[config.mk]
export PLATFORM = sky130hd
export DESIGN_NAME = exc_redirect_ctrl
export DESIGN_NICKNAME = d
export VERILOG_FILES = /design/src/rtl/exc_redirect_ctrl.sv
export SDC_FILE = /design/constraint.sdc
export NUM_CORES = 1
export LEC_CHECK = 0
export CAP_MARGIN = 30
export CORE_MARGIN = 1
export CORE_UTILIZATION = 47
export CTS_CLUSTER_DIAMETER = 60
export CTS_CLUSTER_SIZE = 8
export DETAILED_ROUTE_END_ITERATION = 7
export PLACE_DENSITY = 0.85
export SETUP_SLACK_MARGIN = 0.2
export SYNTH_ARGS = -nofsm -noshare
export SYNTH_HDL_FRONTEND = slang
export SYNTH_SLANG_ARGS = --single-unit
[constraint.sdc]
create_clock -name clk -period 2.5 [get_ports clk]
set_input_delay 0.625 -clock clk [delete_from_list [all_inputs] [get_ports clk]]
set_output_delay 0.625 -clock clk [all_outputs]
set_load 0.01 [all_outputs]
[src/rtl/exc_redirect_ctrl.sv]
// Exception/ERET redirect controller.
// Consumes the exception/ERET indication retiring from WB, flushes pipes 1-3
// for FLUSH_CYCLES cycles, then offers the redirect PC to fetch under a
// valid/allow handshake. WB is held off for the whole sequence.
//
// state    | meaning
// ---------+-----------------------------------------------------------
// IDLE     | waiting for a retiring exception or ERET
// FLUSH    | flush asserted, counter running down to zero
// REDIRECT | redirect_pc offered to fetch, waiting for if_allow_in
module exc_redirect_ctrl #(
    parameter logic [31:0] EXC_VECTOR   = 32'hBFC00380,
    parameter int          FLUSH_CYCLES = 3
) (
    input  logic        clk,
    input  logic        rst,
    input  logic        wb_valid,
    input  logic        wb_is_exl,
    input  logic        wb_eret,
    input  logic [31:0] wb_epc,
    input  logic [4:0]  wb_cause,
    input  logic        if_allow_in,
    output logic        flush,
    output logic        redirect_valid,
    output logic [31:0] redirect_pc,
    output logic        wb_block,
    output logic [15:0] exc_count,
    output logic [4:0]  last_cause
);

    typedef enum logic [1:0] {
        IDLE     = 2'd0,
        FLUSH    = 2'd1,
        REDIRECT = 2'd2
    } state_t;

    // Counter load value; a load of 0 gives exactly one flush cycle.
    localparam logic [2:0] FLUSH_LOAD = 3'(FLUSH_CYCLES - 1);

    state_t     state;
    logic [2:0] flush_cnt;
    logic       trigger;

    assign trigger = wb_valid & (wb_is_exl | wb_eret);

    // Sequencer: state, flush counter, registered outputs and statistics.
    always_ff @(posedge clk) begin
        if (rst) begin
            state          <= IDLE;
            flush_cnt      <= 3'd0;
            flush          <= 1'b0;
            redirect_valid <= 1'b0;
            redirect_pc    <= 32'd0;
            wb_block       <= 1'b0;
            exc_count      <= 16'd0;
            last_cause     <= 5'd0;
        end else begin
            case (state)
                IDLE: begin
                    if (trigger) begin
                        state     <= FLUSH;
                        flush_cnt <= FLUSH_LOAD;
                        flush     <= 1'b1;
                        wb_block  <= 1'b1;
                        // Exception wins when both indications are present.
                        if (wb_is_exl) begin
                            redirect_pc <= EXC_VECTOR;
                            last_cause  <= wb_cause;
                            if (exc_count != 16'hFFFF)
                                exc_count <= exc_count + 16'd1;
                        end else begin
                            redirect_pc <= wb_epc;
                        end
                    end
                end
                FLUSH: begin
                    if (flush_cnt == 3'd0) begin
                        state          <= REDIRECT;
                        flush          <= 1'b0;
                        redirect_valid <= 1'b1;
                    end else begin
                        flush_cnt <= flush_cnt - 3'd1;
                    end
                end
                REDIRECT: begin
                    // redirect_pc is left untouched so it stays stable and
                    // keeps its value after the handshake.
                    if (if_allow_in) begin
                        state          <= IDLE;
                        redirect_valid <= 1'b0;
                        wb_block       <= 1'b0;
                    end
                end
                default: begin
                    state          <= IDLE;
                    flush          <= 1'b0;
                    redirect_valid <= 1'b0;
                    wb_block       <= 1'b0;
                end
            endcase
        end
    end

endmodule

Word level (Yosys, flattened, before mapping)

Index checks and enable logic that the tools add are counted.

Output and inout bits: 56
Logic and storage cells: 48
Register bits: 61

Mux-type cells: 15
Bitwise operators: 5
$add $sub $neg: 2
Eq/ne operators: 7
Reduce and logical (&&, ||, !) cells: 11

Operators by type and width:

| kind                    | count |
|---|---|
| $mux W32                | 1 |
| $reduce_and A3 Y1       | 6 |
| $add A16 B1 Y16 const B | 1 |
| $ne A16 B16 Y1 const B  | 1 |
| $pmux W1 S3             | 3 |
| $ne A2 B2 Y1 const B    | 4 |
| $mux W2                 | 3 |
| $mux W3                 | 2 |
| $pmux W2 S3             | 1 |
| $pmux W3 S2             | 1 |
| $mux W1                 | 4 |
| $reduce_and A4 Y1       | 1 |
| $logic_not A3 Y1        | 1 |
| $not A1 Y1              | 3 |
| $sub A3 B1 Y3 const B   | 1 |
| $eq A2 B1 Y1 const B    | 1 |
| $eq A2 B2 Y1 const B    | 1 |
| $logic_not A2 Y1        | 1 |
| $reduce_and A2 Y1       | 1 |
| $reduce_bool A2 Y1      | 1 |
| $and A1 B1 Y1           | 1 |
| $or A1 B1 Y1            | 1 |

Depth between registers and ports, before layout

Depth in word-level cells: 4
Gate-level depth with buffers: 6
Depth with buffers taken out: 6

Worst setup path before layout

Ideal clock, no wire load.

Path kind: register to register
Start: register exc_count[0]
End: register exc_count[14]
Arrival: 1.723 ns
Clock period less this slack: 1.794 ns
Required time: 2.430 ns
Setup slack: 0.706 ns
Library setup time: 0.070 ns
Stages on the path, launching flop included: 6
Cells stage by stage: dfxtp_1 ha_1 nand4_2 or2_2 or4_1 a21oi_1

Word-level cells in the longest chain between the ends: 2

RTL lines:

| element                                                                 | line | source |
|---|---|---|
| from (decl)                                                             | 27   | `output logic [15:0] exc_count,` |
| from (signal assigned)                                                  | 70   | `exc_count <= exc_count + 16'd1;` |
| parallel branches: the longest is 2 deep, another holds $add A16 B1 Y16 | --   |  |

Several ways; the timed one is not identified.
A chain may end at the register's enable or synchronous reset.

Final worst setup path

Start: input port wb_is_exl
End: register exc_count[15]

Word-level cells in the longest chain between the ends: 3

RTL lines:

| element                              | line | source |
|---|---|---|
| from (decl)                          | 18   | `input logic wb_is_exl,` |
| $or A1 B1 Y1                         | 44   | `assign trigger = wb_valid & (wb_is_exl \| wb_eret);` |
| $and A1 B1 Y1                        | 44   |  |
| $reduce_and A4 Y1 (no source line) * | --   |  |

Every way passes the cells marked *; elsewhere a longest branch is shown, timed or not.

==> flow_summary_export.csv <==
group,metric,value,unit
cts,cts_max_level,3,
critical_path,path_class,"in -> reg",
power,pwr-share-clk,0.350,
worst_hold_path,hold_class,"reg -> reg",
finish,n_fill_cell,417,
floorplan,die_area,5792,µm²
cts,numCtsBuffers,9,
floorplan,io_pins,99,
worst_hold_path,hold_depth,2,
power,comb_power_share,0.175,
critical_path,r2r-start,"exc_count[0]",
drt,num_vias,2553,
cts,cts_tree,"built",
power,p_leak,1.328,nW
logic_synthesis,yosysUniqueCellTypes,43,
placed_design,gp_congestion,0.7979,
global_routing,globalRouteOverflowTotal,0,
cts,cts_buffer_depth,2,
logic_synthesis,ys_warn_count,0,
logic_synthesis,yosysSeqAreaShare,0.4731,
finish,multi_input_area,1250,µm²
drt,via_per_inst,5.386,
global_routing,grt_pass1_vias,2402,
drt,routed_wl,6611,µm
critical_path,crit_arrival,2.42,ns
placed_design,hpwl,4485,µm
critical_path,start_kind,"input pin",
sta,tightest_slew,0.5894,ns
sta,post-route-period-util,0.8811,
critical_path,cp-end-kind,"flop",
worst_hold_path,worstHoldStart,"redirect_pc[10]",
finish,final_nets,445,
sta,setup_viol,0,
logic_synthesis,synth_edf_count,0,
sta,rsz0062_at_grt,"false",
drt,drt_iter0_markers,85,
cts,post-cts-setup-buffer-count,0,
global_routing,grt_usage,0.2397,
worst_hold_path,worst_hold_path.endpoint,"redirect_pc[10]",
sta,final-max-slew-violation-count,0,
critical_path,path_max_fanout,7,
power,powerDensity,585.2,nW/µm²
cts,cts_hold_buf,0,
cts,clk_pin_slew_worst_paths,0.07,ns
power,netSwitchingPower,584.3,µW
logic_synthesis,syn_inst,303,
power,seq_power_share,0.475,
floorplan,fp-row-count,26,
placed_design,io_buffer_count,98,
logic_synthesis,synth_nets,349,
global_routing,grt_pass1_wl,11290,µm
power,p_sw_frac,0.2610,
drt,dr.pass1.iters,4,
logic_synthesis,synthArstFlopShare,0,
power,ir_drop,0.3533,mV
outcome,outcome,"finished clean",
finish,fin_util,0.7349,
sta,relSlewSlack,0.6041,
floorplan,die_height,76.11,µm
global_routing,antenna_found_initial,0,
floorplan,die_w,76.11,µm
cts,cts_root_buf,"clkbuf_8",
critical_path,rr_endpoint,"exc_count[15]",
critical_path,setup.reg_to_reg.worst_slack,0.55,ns
power,p_total,2.238,mW
logic_synthesis,syn-cell-area,2581,µm²
global_routing,grt_max_degree,35,
logic_synthesis,ys_seq_elements,61,
power,p_int,1.654,mW
finish,antenna_cells,0,
cts,numClockSinks,61,
drt,post-route-drc-count,0,
floorplan,core,5205,µm²
drt,wl_per_cell,13.95,µm
sta,fin_setup_tns,0,ns
logic_synthesis,synth_area_per_cell,8.519,µm²
cts,cts_resized,0,
floorplan,initial_core_util,0.4959,
sta,fin_crit,2.203,ns
sta,hold_violations,0,
run,drv_cap,0,
finish,area_growth,48.18,%
drt,antenna_left,0,
sta,fin_skew,0.006223,ns
finish,seq_area,1221,µm²
logic_synthesis,synth_flop_cell,"dfxtp_1",
critical_path,required,2.71,ns
sta,max_freq,454.0,MHz
cts,worstSkewPairLatency,0.33,ns
finish,layout-drive-gt1-share,0.08911,
critical_path,reg2regPathDepth,5,
[sequential cells by signal, summed over array words and instances (netlist names)]
name	cells
flush_cnt	3
redirect_pc	32
redirect_valid	1
exc_count	16
state	2
last_cause	5
flush	1
wb_block	1
[cell type report]
type / instances / area share
well taps: 70 / 0.02290
clock buffers: 13 / 0.04154
inverters: 5 / 0.004907
repair buffers: 107 / 0.2794
clock inverters: 3 / 0.005234
flip-flops and latches: 61 / 0.3193
multi-input cells: 215 / 0.3268
[Yosys cell counts (5+ instances only)]
library cell  instances  area, µm²
o21ai_0               5      25.02
or4_1                 6      45.04
nand2_1              36      135.1
nor3_1               33      165.2
a21oi_1              40      200.2
nor2_1               20      75.07
clkbuf_1             17      63.81
dfxtp_1              61       1221
inv_1                 5      18.77
o31ai_1               6      45.04
nand3b_1             21      157.7
nand3_1               5      25.02
or3_1                 5      31.28
[metal layers]
metal / part of all wire / vias up / GRT usage
li1: - / 1270 / -
met1: 0.45 / 1201 / 0.3029
met2: 0.48 / 68 / 0.3918
met3: 0.044 / 14 / 0.04551
met4: 0.024 / 0 / 0.1192
met5: 0 / - / 0
[critical path, cell delays in order]
cell             delay [ns]
clkdlybuf4s50_1        0.54
and4bb_2               0.30
nand4_2                0.17
nor4b_1                0.40
mux2_2                 0.38
[cells in the final DEF, fill, tap and decap left out, types with 2 or more instances in the layout]
| cell type | instances |
|---|---|
| clkbuf_8 | 11 |
| nand3_1 | 5 |
| buf_12 | 2 |
| clkinvlp_4 | 2 |
| or4_1 | 6 |
| clkdlybuf4s50_1 | 97 |
| or3_1 | 5 |
| dfxtp_1 | 61 |
| nand3b_1 | 21 |
| clkbuf_1 | 2 |
| o31ai_1 | 6 |
| nor2b_1 | 3 |
| nor3_1 | 33 |
| buf_4 | 7 |
| nand2_1 | 36 |
| mux2_2 | 4 |
| o21ai_0 | 5 |
| nor2_1 | 20 |
| inv_1 | 5 |
| nand2b_1 | 2 |
| nand4_2 | 3 |
| a21oi_1 | 40 |
| ha_1 | 3 |
| o21ba_2 | 2 |
[stage by stage]
step / cell area, µm² / worst slack (ns) / std cells / hold WS [ns]
2_1_floorplan: 2581 / 0.7063 / 303 / 0.4436
6_report: 3825 / 0.2973 / 474 / 0.4557
3_5_place_dp: 3646 / 0.02905 / 458 / 0.4428
4_1_cts: 3825 / 0.3677 / 474 / 0.4556
5_1_grt: 3825 / 0.2513 / 474 / 0.4734
3_3_place_gp: 3646 / 0.1151 / 458 / 0.4380
[cells by family (layout without fill, tap and decap cells)]
logic type | Yosys count | after routing | synth area share
compound gates | 60 | 60 | 0.1333
xor+xnor | 1 | 1 | 0.003394
fa+ha+maj | 3 | 3 | 0.01454
buf+inv | 27 | 128 | 0.04508
flops | 61 | 61 | 0.4731
mux | 4 | 4 | 0.01745
simple gates | 147 | 147 | 0.3131
[power groups by stage]
stage | logic [mW] | registers [mW] | clock network [mW]
after floorplan | 0.164 | 1.10 | 0
after global placement | 0.382 | 1.08 | 0
after detailed placement | 0.389 | 1.08 | 0
after CTS | 0.393 | 1.06 | 0.792
after global routing | 0.427 | 1.07 | 0.845
final | 0.391 | 1.06 | 0.784
[worst max-delay path by stage]
stage,from,slack (ns),end
floorplan,exc_count[0],0.71,exc_count[14]
global placement,wb_is_exl,0.12,exc_count[15]
detailed placement,wb_is_exl,0.03,exc_count[15]
CTS,wb_is_exl,0.37,exc_count[15]
global route,wb_is_exl,0.25,exc_count[15]
finish,wb_is_exl,0.30,exc_count[15]
Note: power is estimated with default switching activity, not from simulation.
